## config.mk

```make
export PLATFORM = sky130hd
export DESIGN_NAME = instr_fetch_unit
export DESIGN_NICKNAME = d
export VERILOG_FILES = /design/src/rtl/instr_fetch_unit.sv
export SDC_FILE = /design/constraint.sdc
export NUM_CORES = 1
export LEC_CHECK = 0
export BUFFER_PORTS_ARGS = -buffer_cell sky130_fd_sc_hd__buf_4
export CORE_MARGIN = 4
export CORE_UTILIZATION = 50
export CTS_CLUSTER_SIZE = 40
export DETAILED_ROUTE_END_ITERATION = 8
export PLACE_DENSITY = 0.8
export RECOVER_POWER = 100
export SLEW_MARGIN = 5
export SYNTH_ARGS = -nofsm -noshare
export SYNTH_HDL_FRONTEND = slang
export SYNTH_SLANG_ARGS = --single-unit
```

## constraint.sdc

```tcl
create_clock -name clk -period 2.7 [get_ports clk]
set_clock_uncertainty 0.2 [all_clocks]
set_input_delay 0.27 -clock clk [delete_from_list [all_inputs] [get_ports clk]]
set_output_delay 0.27 -clock clk [all_outputs]
set_load 0.005 [all_outputs]
```

## src/rtl/instr_fetch_unit.sv

```systemverilog
// +--------------------------------------------------------------------------+
// | Module  : instr_fetch_unit                                               |
// | Brief   : PC owner and instruction fetch front end. It issues req/ack    |
// |           reads to instruction memory and hands each word to decode      |
// |           over valid/ready. Redirects are applied through one port.      |
// | Option  : IFU_JUMP_PREDECODE_EN - follow J-type jumps locally.           |
// | Rev     : 1.0 - initial release                                          |
// +--------------------------------------------------------------------------+
`default_nettype none

module instr_fetch_unit #(
  parameter logic [31:0] RESET_PC = 32'h0000_0000
) (
  input  logic        clk,
  input  logic        rst_n,
  output logic        imem_req,
  output logic [31:0] imem_addr,
  input  logic        imem_ack,
  input  logic [31:0] imem_rdata,
  output logic [31:0] instr,
  output logic [31:0] instr_pc,
  output logic        instr_valid,
  input  logic        instr_ready,
  input  logic        redirect,
  input  logic [31:0] redirect_target,
  output logic [31:0] fetch_count
);

  localparam logic [1:0] S_IDLE  = 2'd0;
  localparam logic [1:0] S_FETCH = 2'd1;
  localparam logic [1:0] S_HOLD  = 2'd2;

  localparam logic [31:0] c_reset_pc = {RESET_PC[31:2], 2'b00};

  logic [1:0]  r_state;
  logic [1:0]  w_state_next;
  logic [31:0] r_pc;
  logic        r_flush;
  logic [31:0] r_flush_target;
  logic [31:0] r_instr;
  logic [31:0] r_instr_pc;
  logic [31:0] r_fetch_count;

  logic [31:0] w_pc_plus4;
  logic [31:0] w_seq_pc;
  logic [31:0] w_redirect_target;
  logic        w_unused_target_lsbs;

  assign w_pc_plus4           = r_pc + 32'd4;
  assign w_redirect_target    = {redirect_target[31:2], 2'b00};
  assign w_unused_target_lsbs = ^redirect_target[1:0];

`ifdef IFU_JUMP_PREDECODE_EN
  logic w_is_jump;
  assign w_is_jump = (imem_rdata[31:26] == 6'b000010);
  assign w_seq_pc  = w_is_jump ? {w_pc_plus4[31:28], imem_rdata[25:0], 2'b00}
                               : w_pc_plus4;
`else
  assign w_seq_pc  = w_pc_plus4;
`endif

  always_ff @(posedge clk) begin
    if (!rst_n) begin
      r_state <= S_IDLE;
    end else begin
      r_state <= w_state_next;
    end
  end

  always_comb begin
    w_state_next = r_state;
    case (r_state)
      S_IDLE:  w_state_next = S_FETCH;
      S_FETCH: begin
        if (imem_ack) begin
          w_state_next = (redirect || r_flush) ? S_FETCH : S_HOLD;
        end
      end
      S_HOLD:  begin
        if (redirect || instr_ready) begin
          w_state_next = S_FETCH;
        end
      end
      default: w_state_next = S_IDLE;
    endcase
  end

  always_comb begin
    imem_req    = (r_state == S_FETCH);
    instr_valid = (r_state == S_HOLD);
  end

  // A redirect seen while a read is outstanding cannot abort it; the word
  // is flushed when its ack finally arrives.
  always_ff @(posedge clk) begin
    if (!rst_n) begin
      r_pc           <= c_reset_pc;
      r_flush        <= 1'b0;
      r_flush_target <= 32'd0;
      r_instr        <= 32'd0;
      r_instr_pc     <= 32'd0;
      r_fetch_count  <= 32'd0;
    end else begin
      case (r_state)
        S_FETCH: begin
          if (imem_ack) begin
            if (redirect) begin
              r_pc    <= w_redirect_target;
              r_flush <= 1'b0;
            end else if (r_flush) begin
              r_pc    <= r_flush_target;
              r_flush <= 1'b0;
            end else begin
              r_instr    <= imem_rdata;
              r_instr_pc <= r_pc;
              r_pc       <= w_seq_pc;
            end
          end else if (redirect) begin
            r_flush        <= 1'b1;
            r_flush_target <= w_redirect_target;
          end
        end
        S_HOLD: begin
          if (redirect) begin
            r_pc <= w_redirect_target;
          end else if (instr_ready) begin
            r_fetch_count <= r_fetch_count + 32'd1;
          end
        end
        default: ;
      endcase
    end
  end

  assign imem_addr   = r_pc;
  assign instr       = r_instr;
  assign instr_pc    = r_instr_pc;
  assign fetch_count = r_fetch_count;

endmodule

`default_nettype wire

```

# Word-level counts from Yosys, hierarchy flattened
# Index checks and enable logic that the tools add are counted.
[totals]
output_inout_bits = 130
wordCells = 39
register_bits = 161
input_bits = 69
[classes]
bitwise_logic = 3
n_reduce_logical = 11
add_sub_neg = 2
muxes = 11
eq_ne = 5
[op_table]
columns = ["op", "n"]
rows = [
  ["$mux W32", 4],
  ["$pmux W32 S2", 1],
  ["$add A32 B1 Y32 const B", 1],
  ["$add A32 B3 Y32 const B", 1],
  ["$reduce_and A3 Y1", 3],
  ["$mux W2", 3],
  ["$ne A2 B1 Y1 const B", 3],
  ["$pmux W2 S3", 1],
  ["$reduce_and A2 Y1", 2],
  ["$reduce_and A4 Y1", 1],
  ["$reduce_bool A2 Y1", 2],
  ["$not A1 Y1", 3],
  ["$eq A2 B1 Y1 const B", 1],
  ["$eq A2 B2 Y1 const B", 1],
  ["$logic_not A2 Y1", 1],
  ["$logic_or A1 B1 Y1", 2],
  ["$mux W1", 2],
]

# Longest topological paths before layout
# Gate-level depths: netlist of run 1.
[depth]
depth_word = 5
mapped_depth = 10
ltp_nobuf = 6

# Least setup slack after synthesis of run 1
# Ideal clock, no wire load.
[synth_timing]
path_type = "reg-to-reg"
start = "register r_pc[2] (netlist: imem_addr[2])"
end = "register r_pc[30] (netlist: imem_addr[30])"
setup_time_ps = 117
t_required_ps = 2383
synth_period_minus_slack_ps = 2248
path_slack_ps = 452
path_buffers = 1
stages_incl_launch_ff = 8
t_arrival_ps = 1931
cell_sequence = "dfxtp_1 ha_1 clkbuf_1 inv_1 nor4_4 nand3_1 a2111oi_0 and4b_1"
[synth_between]
elab_chain_cells = 5
[synth_lines]
columns = ["item", "line_no", "text"]
rows = [
  ["from (decl)", "37", "logic [31:0] r_pc;"],
  ["from (signal assigned)", "97", "r_pc <= c_reset_pc;"],
  ["from (signal assigned)", "108", "r_pc <= w_redirect_target;"],
  ["from (signal assigned)", "111", "r_pc <= r_flush_target;"],
  ["$add A32 B3 Y32", "49", "assign w_pc_plus4 = r_pc + 32'd4;"],
  ["$mux W32", "110", "end else if (r_flush) begin"],
  ["$mux W32", "107", "if (redirect) begin"],
  ["$mux W32", "106", "if (imem_ack) begin"],
  ["$pmux W32 S2", "104", "case (r_state)"],
]
# No other way between the ends. The select of a mux whose other input is x is not followed.
# A chain may end at the register's enable or synchronous reset.

# Worst setup path after layout of run 1
[layout_timing]
start = "input instr_ready"
end = "register r_fetch_count[31] (netlist: fetch_count[31])"
[layout_between]
elab_chain_cells = 1
[layout_lines]
columns = ["item", "line_no", "text"]
rows = [
  ["from (decl)", "23", "input logic instr_ready,"],
  ["$reduce_and A3 Y1 (no source line)", "n/a", ""],
  ["to (signal assigned)", "127", "r_fetch_count <= r_fetch_count + 32'd1;"],
  ["to (decl)", "42", "logic [31:0] r_fetch_count;"],
]
# No other way between the ends.

==> results of run 1 <==
-- cells in the mapped netlist, types with 6 or more instances --
cell type | number | area, um^2
nand4_1 | 15 | 93.8
o21a_1 | 6 | 45.0
nand3_1 | 35 | 175
inv_1 | 10 | 37.5
o31a_1 | 7 | 61.3
nand2_1 | 253 | 950
xor2_1 | 12 | 105
o31ai_1 | 9 | 67.6
nor3_1 | 27 | 135
dfxtp_1 | 157 | 3140
nor2_1 | 39 | 146
o211ai_1 | 15 | 113
clkbuf_1 | 40 | 150
nand2b_1 | 14 | 87.6
and3_1 | 14 | 87.6
a21oi_1 | 131 | 656
o21ai_0 | 24 | 120
buf_2 | 22 | 110
xnor2_1 | 14 | 123
mux2i_1 | 11 | 110
-- worst max-delay path by stage --
stage | startpoint | end | slack (ps) | cells past startpoint
global route | instr_ready | fetch_count[26] | 100 | 7
detailed placement | imem_addr[13] | imem_addr[30] | 380 | 5
floorplan | imem_addr[2] | imem_addr[30] | 450 | 7
finish | instr_ready | fetch_count[31] | 190 | 7
CTS | imem_addr[13] | imem_addr[30] | 360 | 5
global placement | imem_addr[13] | imem_addr[30] | 450 | 5
-- layer usage --
| layer | vias to the layer above | global-route usage, % | part of all wire, % |
|---|---|---|---|
| li1 | 3719 | - | - |
| met1 | 3664 | 33.4 | 40 |
| met2 | 329 | 47.5 | 50 |
| met3 | 68 | 5.81 | 6.8 |
| met4 | 0 | 12.0 | 3.8 |
| met5 | - | 0 | 0 |
-- layout make-up --
cell class | count | area, um^2
Fill cell | 1143 | 4080
Multi-Input combinational cell | 705 | 3750
Sequential cell | 157 | 3140
Timing Repair Buffer | 283 | 2160
Clock buffer | 22 | 474
Tap cell | 180 | 225
Clock inverter | 10 | 161
Inverter | 11 | 42.5
-- worst min-delay path: stages --
cell and delay (ps):
buf_4 110, a21oi_1 60, o21a_1 170
-- power by group through the flow --
stage               Combinational [W]  Clock (W)  Sequential, W
global route                 0.000694    0.00269        0.00246
global placement             0.000558          0        0.00250
CTS                          0.000646    0.00259        0.00245
floorplan                    0.000302          0        0.00249
detailed placement           0.000565          0        0.00250
finish                       0.000637    0.00257        0.00245
-- registers in the layout (all words and copies together), names as in the netlist --
register        cells
fetch_count        32
imem_addr          30
instr              32
instr_pc           30
r_flush             1
r_flush_target     30
r_state             2
-- metrics by stage --
stage | hold WS (ps) | worst slack (ps) | total power, W | instances
finish | 34.8 | 186 | 0.00565 | 1368
global route | 50.9 | 96.5 | 0.00584 | 1368
CTS | 22.3 | 356 | 0.00569 | 1368
detailed placement | 245 | 377 | 0.00307 | 1273
global placement | 238 | 450 | 0.00306 | 1273
floorplan | 206 | 452 | 0.00279 | 943
-- repair_timing --
item,CTS,global route
endpoints found under the setup margin,0,0
gates resized for setup,0,0
hold buffers,63,0
buffers inserted,0,0
endpoints found under the hold margin,72,0
-- kinds of logic after synthesis --
group / after synthesis / synth area share (%)
adder cells (fa/ha/maj): 2 / 0.345
AND/OR/NAND/NOR: 435 / 28.1
multiplexers: 11 / 1.52
buffers and inverters: 81 / 4.94
XOR/XNOR: 26 / 3.14
flip-flops: 157 / 43.4
AO/OA/AOI/OAI: 227 / 18.5
other: 1 / 0.0517
==> results.json, run 1 <==
{
  "outcome": "finished clean",
  "reg2reg_from": "imem_addr[4]",
  "crit_family": "simple AND/OR/NAND/NOR gates",
  "min_from": "imem_ack",
  "crit_fanout": 6,
  "cts_sinks": 157,
  "slowest_delay_ps": 600,
  "min_period_ps": 2510,
  "crit_type": "in -> reg",
  "layout_common_cells": "nand2_1, dfxtp_1, a21oi_1",
  "cts_tree": "done",
  "synthArstFlopShare_pct": 0,
  "peakVddDrop_uv": 644,
  "grt_use_total_pct": 27.6,
  "power.density_mw_per_mm2": 568,
  "ant_nets": 0,
  "rsz0062_at_grt": "no",
  "slew_violations": 0,
  "critPathArrivalTime_ps": 2620,
  "fin_nets": 1246,
  "initial_core_util_pct": 51.6,
  "reg2regPathDepth": 5,
  "power_frac_comb_pct": 11.3,
  "seq_power_share_pct": 43.4,
  "cts-buffers-inserted": 17,
  "min_to": "r_state[0]",
  "path_cells": "dlygate4sd3_1, clkbuf_1, nand4bb_1, nor4_4, nand2_2, or3_1, mux2i_1",
  "intPower_w": 0.00430,
  "grt_pass1_wl_um": 36900,
  "dieArea_mm2": 0.0165,
  "r2r-end": "imem_addr[30]",
  "io_buffers": 192,
  "clkLatencyLatePin_ps": 420,
  "netlist_area_mm2": 0.00725,
  "netlist_instances": 940,
  "antenna_found_initial": 0,
  "routed_wirelength_um": 23000,
  "cellLeakagePower_nw": 3.87,
  "yosys_warnings": 0,
  "hold_path.class": "in -> reg",
  "ys_types": 61,
  "p_sw_w": 0.00136,
  "postPlaceCellArea_mm2": 0.00885,
  "core_area_mm2": 0.0140,
  "synth_seq_area_share_pct": 43.4,
  "gp_congestion": 0.871,
  "io_pins": 199,
  "die_x_um": 128,
  "cp_num_buf_inv": 2,
  "grt_pass1_vias": 7531,
  "final_common_cell": "nand2_1",
  "synth-edff-count": 0,
  "max_freq_mhz": 398,
  "path_clk_slew_ps": 60,
  "setup_viol": 0,
  "end_kind": "flop",
  "routedWlPerCell_um": 16.8,
  "grt_max_degree": 58,
  "die_h_um": 128,
  "hold_depth": 3,
  "drive_above_1_share_pct": 19.4,
  "cts_max_level": 4,
  "row_count": 43,
  "synth.avg_cell_area_um2": 7.71,
  "areaGrowthSynthToFinish_pct": 37.4,
  "overflow": 0,
  "sw_frac_of_total_pct": 24.0,
  "drt_pre_antenna_iters": 5,
  "cp_data_required_time_ps": 2810,
  "via_count": 7780,
  "ys_ff_latch": 157,
  "fin_area_mm2": 0.00996,
  "r2r_slack_ps": 190,
  "maxCapViolCount": 0,
  "worst_slew_pin_slew_ps": 1210,
  "hpwl_um": 14700,
  "post-route-util_pct": 70.9,
  "p_clk_share_pct": 45.4,
  "post-route-period-util_pct": 93.1,
  "via_per_inst": 5.69,
  "cp-start-kind": "input port",
  "drc": 0,
  "cts_buffer_depth": 2,
  "relSlewSlack_pct": 19.3,
  "tns_ps": 0,
  "synth_ff_type": "dfxtp_1",
  "n_antenna_cell": 0,
  "cts-root-buf": "clkbuf_16",
  "drtIter0Drc": 742,
  "hold_violations": 0,
  "crit_slowest_cell": "nor4_4"
}
(Power assumes the default switching activity.)
==> run 2, diff against run 1 <==
BUFFER_PORTS_ARGS = not set   (was -buffer_cell sky130_fd_sc_hd__buf_4)
DONT_BUFFER_PORTS = 1   (was not set)
PLACE_DENSITY = 0.68   (was 0.8)
==> run 2 against run 1 <==
Register-to-register slack barely moved. Sequential share of layout area increased by 4.6 points. Critical path depth decreased by 2. Largest cell class unchanged. First-iteration DRC count shrank 30%. Clock-buffer cell count rose by 1. Worst setup slack improved by 8.4 ps. Via count is 12% lower.
==> results.json, run 2 (synthesis results as in run 1) <==
{
  "cts_max_level": 4,
  "hpwl_um": 13800,
  "routedWlPerCell_um": 17.7,
  "overflow": 0,
  "setup_viol": 0,
  "crit_slowest_cell": "nor4_4",
  "cts_sinks": 157,
  "drc": 0,
  "post-route-util_pct": 61.9,
  "seq_power_share_pct": 45.6,
  "rsz0062_at_grt": "no",
  "cp_data_required_time_ps": 2810,
  "via_count": 6848,
  "slew_violations": 0,
  "fin_nets": 1064,
  "cp-start-kind": "flop",
  "clkLatencyLatePin_ps": 420,
  "peakVddDrop_uv": 487,
  "cp_num_buf_inv": 0,
  "power.density_mw_per_mm2": 620,
  "die_x_um": 128,
  "hold_violations": 0,
  "cts-buffers-inserted": 17,
  "layout_common_cells": "nand2_1, dfxtp_1, a21oi_1",
  "postPlaceCellArea_mm2": 0.00743,
  "relSlewSlack_pct": 30.0,
  "cts-root-buf": "clkbuf_16",
  "die_h_um": 128,
  "antenna_found_initial": 0,
  "drt_pre_antenna_iters": 6,
  "worst_slew_pin_slew_ps": 1050,
  "routed_wirelength_um": 21000,
  "core_area_mm2": 0.0140,
  "row_count": 43,
  "cts_tree": "done",
  "areaGrowthSynthToFinish_pct": 19.9,
  "max_freq_mhz": 399,
  "gp_congestion": 0.876,
  "crit_fanout": 8,
  "initial_core_util_pct": 51.6,
  "io_pins": 199,
  "path_clk_slew_ps": 60,
  "p_clk_share_pct": 45.2,
  "fin_area_mm2": 0.00869,
  "maxCapViolCount": 0,
  "final_common_cell": "nand2_1",
  "cellLeakagePower_nw": 3.08,
  "post_cts_buffers": 0,
  "path_cells": "nand4bb_1, nor4_4, nand2_1, or3_1, mux2i_1",
  "post-route-period-util_pct": 92.8,
  "dieArea_mm2": 0.0165,
  "outcome": "finished clean",
  "ant_nets": 0,
  "grt_use_total_pct": 25.2,
  "dp.cells": 1083,
  "p_sw_w": 0.00132,
  "crit_family": "simple AND/OR/NAND/NOR gates",
  "cts_buffer_depth": 2,
  "via_per_inst": 5.77,
  "grt_pass1_vias": 6609,
  "sw_frac_of_total_pct": 24.5,
  "crit_type": "reg -> reg",
  "grt_max_degree": 63,
  "slowest_delay_ps": 550,
  "end_kind": "flop",
  "critPathArrivalTime_ps": 2610,
  "finalNonFillerCells": 1187,
  "power_frac_comb_pct": 9.2,
  "io_buffers": 0,
  "hold_path.class": "in -> reg",
  "intPower_w": 0.00407,
  "hold_ws_ps": 8.26,
  "min_period_ps": 2510,
  "grt_pass1_wl_um": 33700,
  "tns_ps": 0,
  "drive_above_1_share_pct": 6.66,
  "drtIter0Drc": 518
}
==> run 2: metal layers <==
layer,vias up,part of all wire [%],track usage [%]
met5,-,0,0
met4,0,2.0,8.55
met3,36,7.0,6.60
met2,232,49,41.6
met1,3239,42,32.0
li1,3341,-,-
==> run 2: worst reg2reg max path, stage by stage, from the launching register on <==
cell and delay (ps):
dfxtp_1 460, nand4bb_1 440, nor4_4 550, nand2_1 240, or3_1 380, mux2i_1 130
==> run 2: power by group through the flow <==
| stage | Sequential, W | Combinational, W | Clock (W) |
|---|---|---|---|
| floorplan | 0.00249 | 0.000302 | 0 |
| global placement | 0.00251 | 0.000385 | 0 |
| detailed placement | 0.00251 | 0.000389 | 0 |
| CTS | 0.00246 | 0.000502 | 0.00248 |
| global route | 0.00247 | 0.000546 | 0.00259 |
| finish | 0.00246 | 0.000493 | 0.00244 |
==> run 2: metrics by stage <==
step | setup WS, ps | total power (W)
2_1_floorplan | 452 | 0.00279
3_3_place_gp | 379 | 0.00289
3_5_place_dp | 378 | 0.00290
4_1_cts | 356 | 0.00544
5_1_grt | 20.6 | 0.00561
6_report | 195 | 0.00539
==> run 2: final timing paths <==
path | startpoint | endpoint | slack [ps] | depth (start not counted)
setup reg to reg | r_state[1] | fetch_count[31] | 190 | 5
hold reg to reg | r_flush_target[10] | r_flush_target[10] | 250 | 2
hold / removal | redirect_target[21] | imem_addr[21] | 8 | 3
setup / recovery | r_state[1] | fetch_count[31] | 190 | 5
==> run 2: layout make-up <==
cell class / instances / area (um^2)
antenna: 1 / 2.50
fill: 1294 / 5350
timing repair buffer: 101 / 917
clock buffer: 23 / 498
inverter: 11 / 41.3
multi-input combinational: 705 / 3750
sequential: 157 / 3140
tap: 180 / 225
clock inverter: 9 / 108
==> run 2: timing repair <==
action	CTS	global route
resized for setup	0	0
endpoints found under the hold margin	123	0
hold buffers	71	0
==> run 3, diff against run 2 <==
ABC_CLOCK_PERIOD_IN_PS = 2700   (was not set)
CELL_PAD_IN_SITES_DETAIL_PLACEMENT = 1   (was not set)
CELL_PAD_IN_SITES_GLOBAL_PLACEMENT = 2   (was not set)
CORE_UTILIZATION = 35   (was 50)
PLACE_DENSITY = 0.81   (was 0.68)
SETUP_SLACK_MARGIN = 0.3   (was not set)
==> run 3 against run 2 <==
Routed wire length up 18%. Register-to-register slack better by 80 ps. Sequential power hardly changed. Die area increased by 40%. First-iteration DRC count fell by 31%. Via count grew 1.3%. Highest routed layer unchanged.
==> results.json, run 3 (synthesis results as in run 1) <==
{
  "outcome": "finished clean",
  "grt_max_degree": 67,
  "drive_above_1_share_pct": 7.16,
  "io_buffers": 0,
  "post-route-period-util_pct": 89.9,
  "via_per_inst": 5.44,
  "cp_num_buf_inv": 1,
  "finalNonFillerCells": 1276,
  "reg2regPathDepth": 6,
  "max_freq_mhz": 412,
  "hold_ws_ps": 12.2,
  "fillers": 2504,
  "row_count": 52,
  "cts_sinks": 157,
  "path_clk_slew_ps": 60,
  "hold_violations": 0,
  "fin_nets": 1064,
  "cts-buffers-inserted": 17,
  "post-route-util_pct": 43.4,
  "cp_data_required_time_ps": 2810,
  "slowest_delay_ps": 450,
  "initial_core_util_pct": 35.7,
  "gp_congestion": 0.819,
  "via_count": 6940,
  "n_antenna_cell": 0,
  "hold_depth": 3,
  "cts_buffer_depth": 2,
  "hpwl_um": 16500,
  "slew_violations": 0,
  "dp.cells": 1174,
  "core_area_mm2": 0.0203,
  "highest_layer": "met4",
  "relSlewSlack_pct": 41.0,
  "peakVddDrop_uv": 367,
  "grt_use_total_pct": 21.1,
  "drtIter0Drc": 357,
  "r2r_slack_ps": 270,
  "cellLeakagePower_nw": 3.09,
  "layout_common_cells": "nand2_1, dfxtp_1, a21oi_1",
  "critical_path_depth": 6,
  "io_pins": 199,
  "dieArea_mm2": 0.0231,
  "die_x_um": 152,
  "maxCapViolCount": 0,
  "cts_tree": "done",
  "crit_type": "reg -> reg",
  "clkLatencyLatePin_ps": 430,
  "tns_ps": 0,
  "power_w": 0.00536,
  "cp-start-kind": "flop",
  "min_period_ps": 2430,
  "met1Wirelength_um": 10600,
  "wl_met3_um": 1440,
  "rsz0062_at_grt": "yes",
  "drt_pre_antenna_iters": 4,
  "cts-root-buf": "clkbuf_16",
  "final_common_cell": "nand2_1",
  "areaGrowthSynthToFinish_pct": 21.5,
  "routed_wirelength_um": 24800,
  "hold_path.class": "in -> reg",
  "die_h_um": 152,
  "crit_slowest_cell": "clkbuf_1",
  "end_kind": "flop",
  "critPathArrivalTime_ps": 2540,
  "setup_viol": 0,
  "crit_fanout": 9,
  "overflow": 0,
  "crit_family": "simple AND/OR/NAND/NOR gates",
  "routedWlPerCell_um": 19.4,
  "power.density_mw_per_mm2": 608,
  "routed-wl-met2_um": 12400,
  "grt_pass1_wl_um": 40000,
  "path_cells": "clkbuf_1, and4_1, nand4_1, or3_1, and3_1, o31a_1",
  "worst_slew_pin_slew_ps": 883,
  "cts_max_level": 4,
  "ant_nets": 0,
  "grt_pass1_vias": 7183,
  "drc": 0,
  "antenna_found_initial": 0
}
==> run 3: repair_timing <==
| action | CTS | global route |
|---|---|---|
| hold endpoints to repair | 110 | 0 |
| setup buffers | 0 | 2 |
| endpoints found under the setup margin | 0 | 65 |
| resized for setup | 0 | 7 |
| hold buffers | 68 | 0 |
==> run 3: power breakdown <==
group | leakage (nW) | internal [W] | switching [W] | total (W)
Sequential | 1.27 | 0.00238 | 0.0000702 | 0.00245
Clock | 0.275 | 0.00131 | 0.00108 | 0.00239
Combinational | 1.55 | 0.000202 | 0.000315 | 0.000518
Total | 3.09 | 0.00390 | 0.00146 | 0.00536
==> run 3: final cells by class <==
| class | count | area [um^2] | area share [%] |
|---|---|---|---|
| clock inverters | 14 | 135 | 1.53 |
| flip-flops and latches | 157 | 3140 | 35.7 |
| clock buffers | 18 | 439 | 4.99 |
| repair buffers | 101 | 921 | 10.5 |
| inverters | 11 | 43.8 | 0.497 |
| well taps | 270 | 338 | 3.84 |
| multi-input cells | 705 | 3790 | 43.0 |
==> run 3: worst min-delay path: cells and delay by family <==
kind	cells	cell delay [ps]
AOI/OAI and AO/OA	3	310
==> run 3: worst paths after layout <==
path                                     startpoint           endpoint
worst max register to register        imem_addr[11]      imem_addr[18]
worst max-delay path                  imem_addr[11]      imem_addr[18]
worst min-delay path            redirect_target[31]      imem_addr[31]
worst min register to register    r_flush_target[8]  r_flush_target[8]
==> run 3: metal layers <==
layer  up-vias  global-route usage (%)
li1       3344                       -
met1      3441                    26.0
met2       132                    36.3
met3        23                    6.03
met4         0                    5.27
met5         -                       0
==> run 3: stage by stage <==
stage               worst slack, ps  cell area (um^2)
floorplan                       452              7260
global placement                363              7570
detailed placement              319              7570
CTS                             302              8840
global route                    116              8810
finish                          272              8810
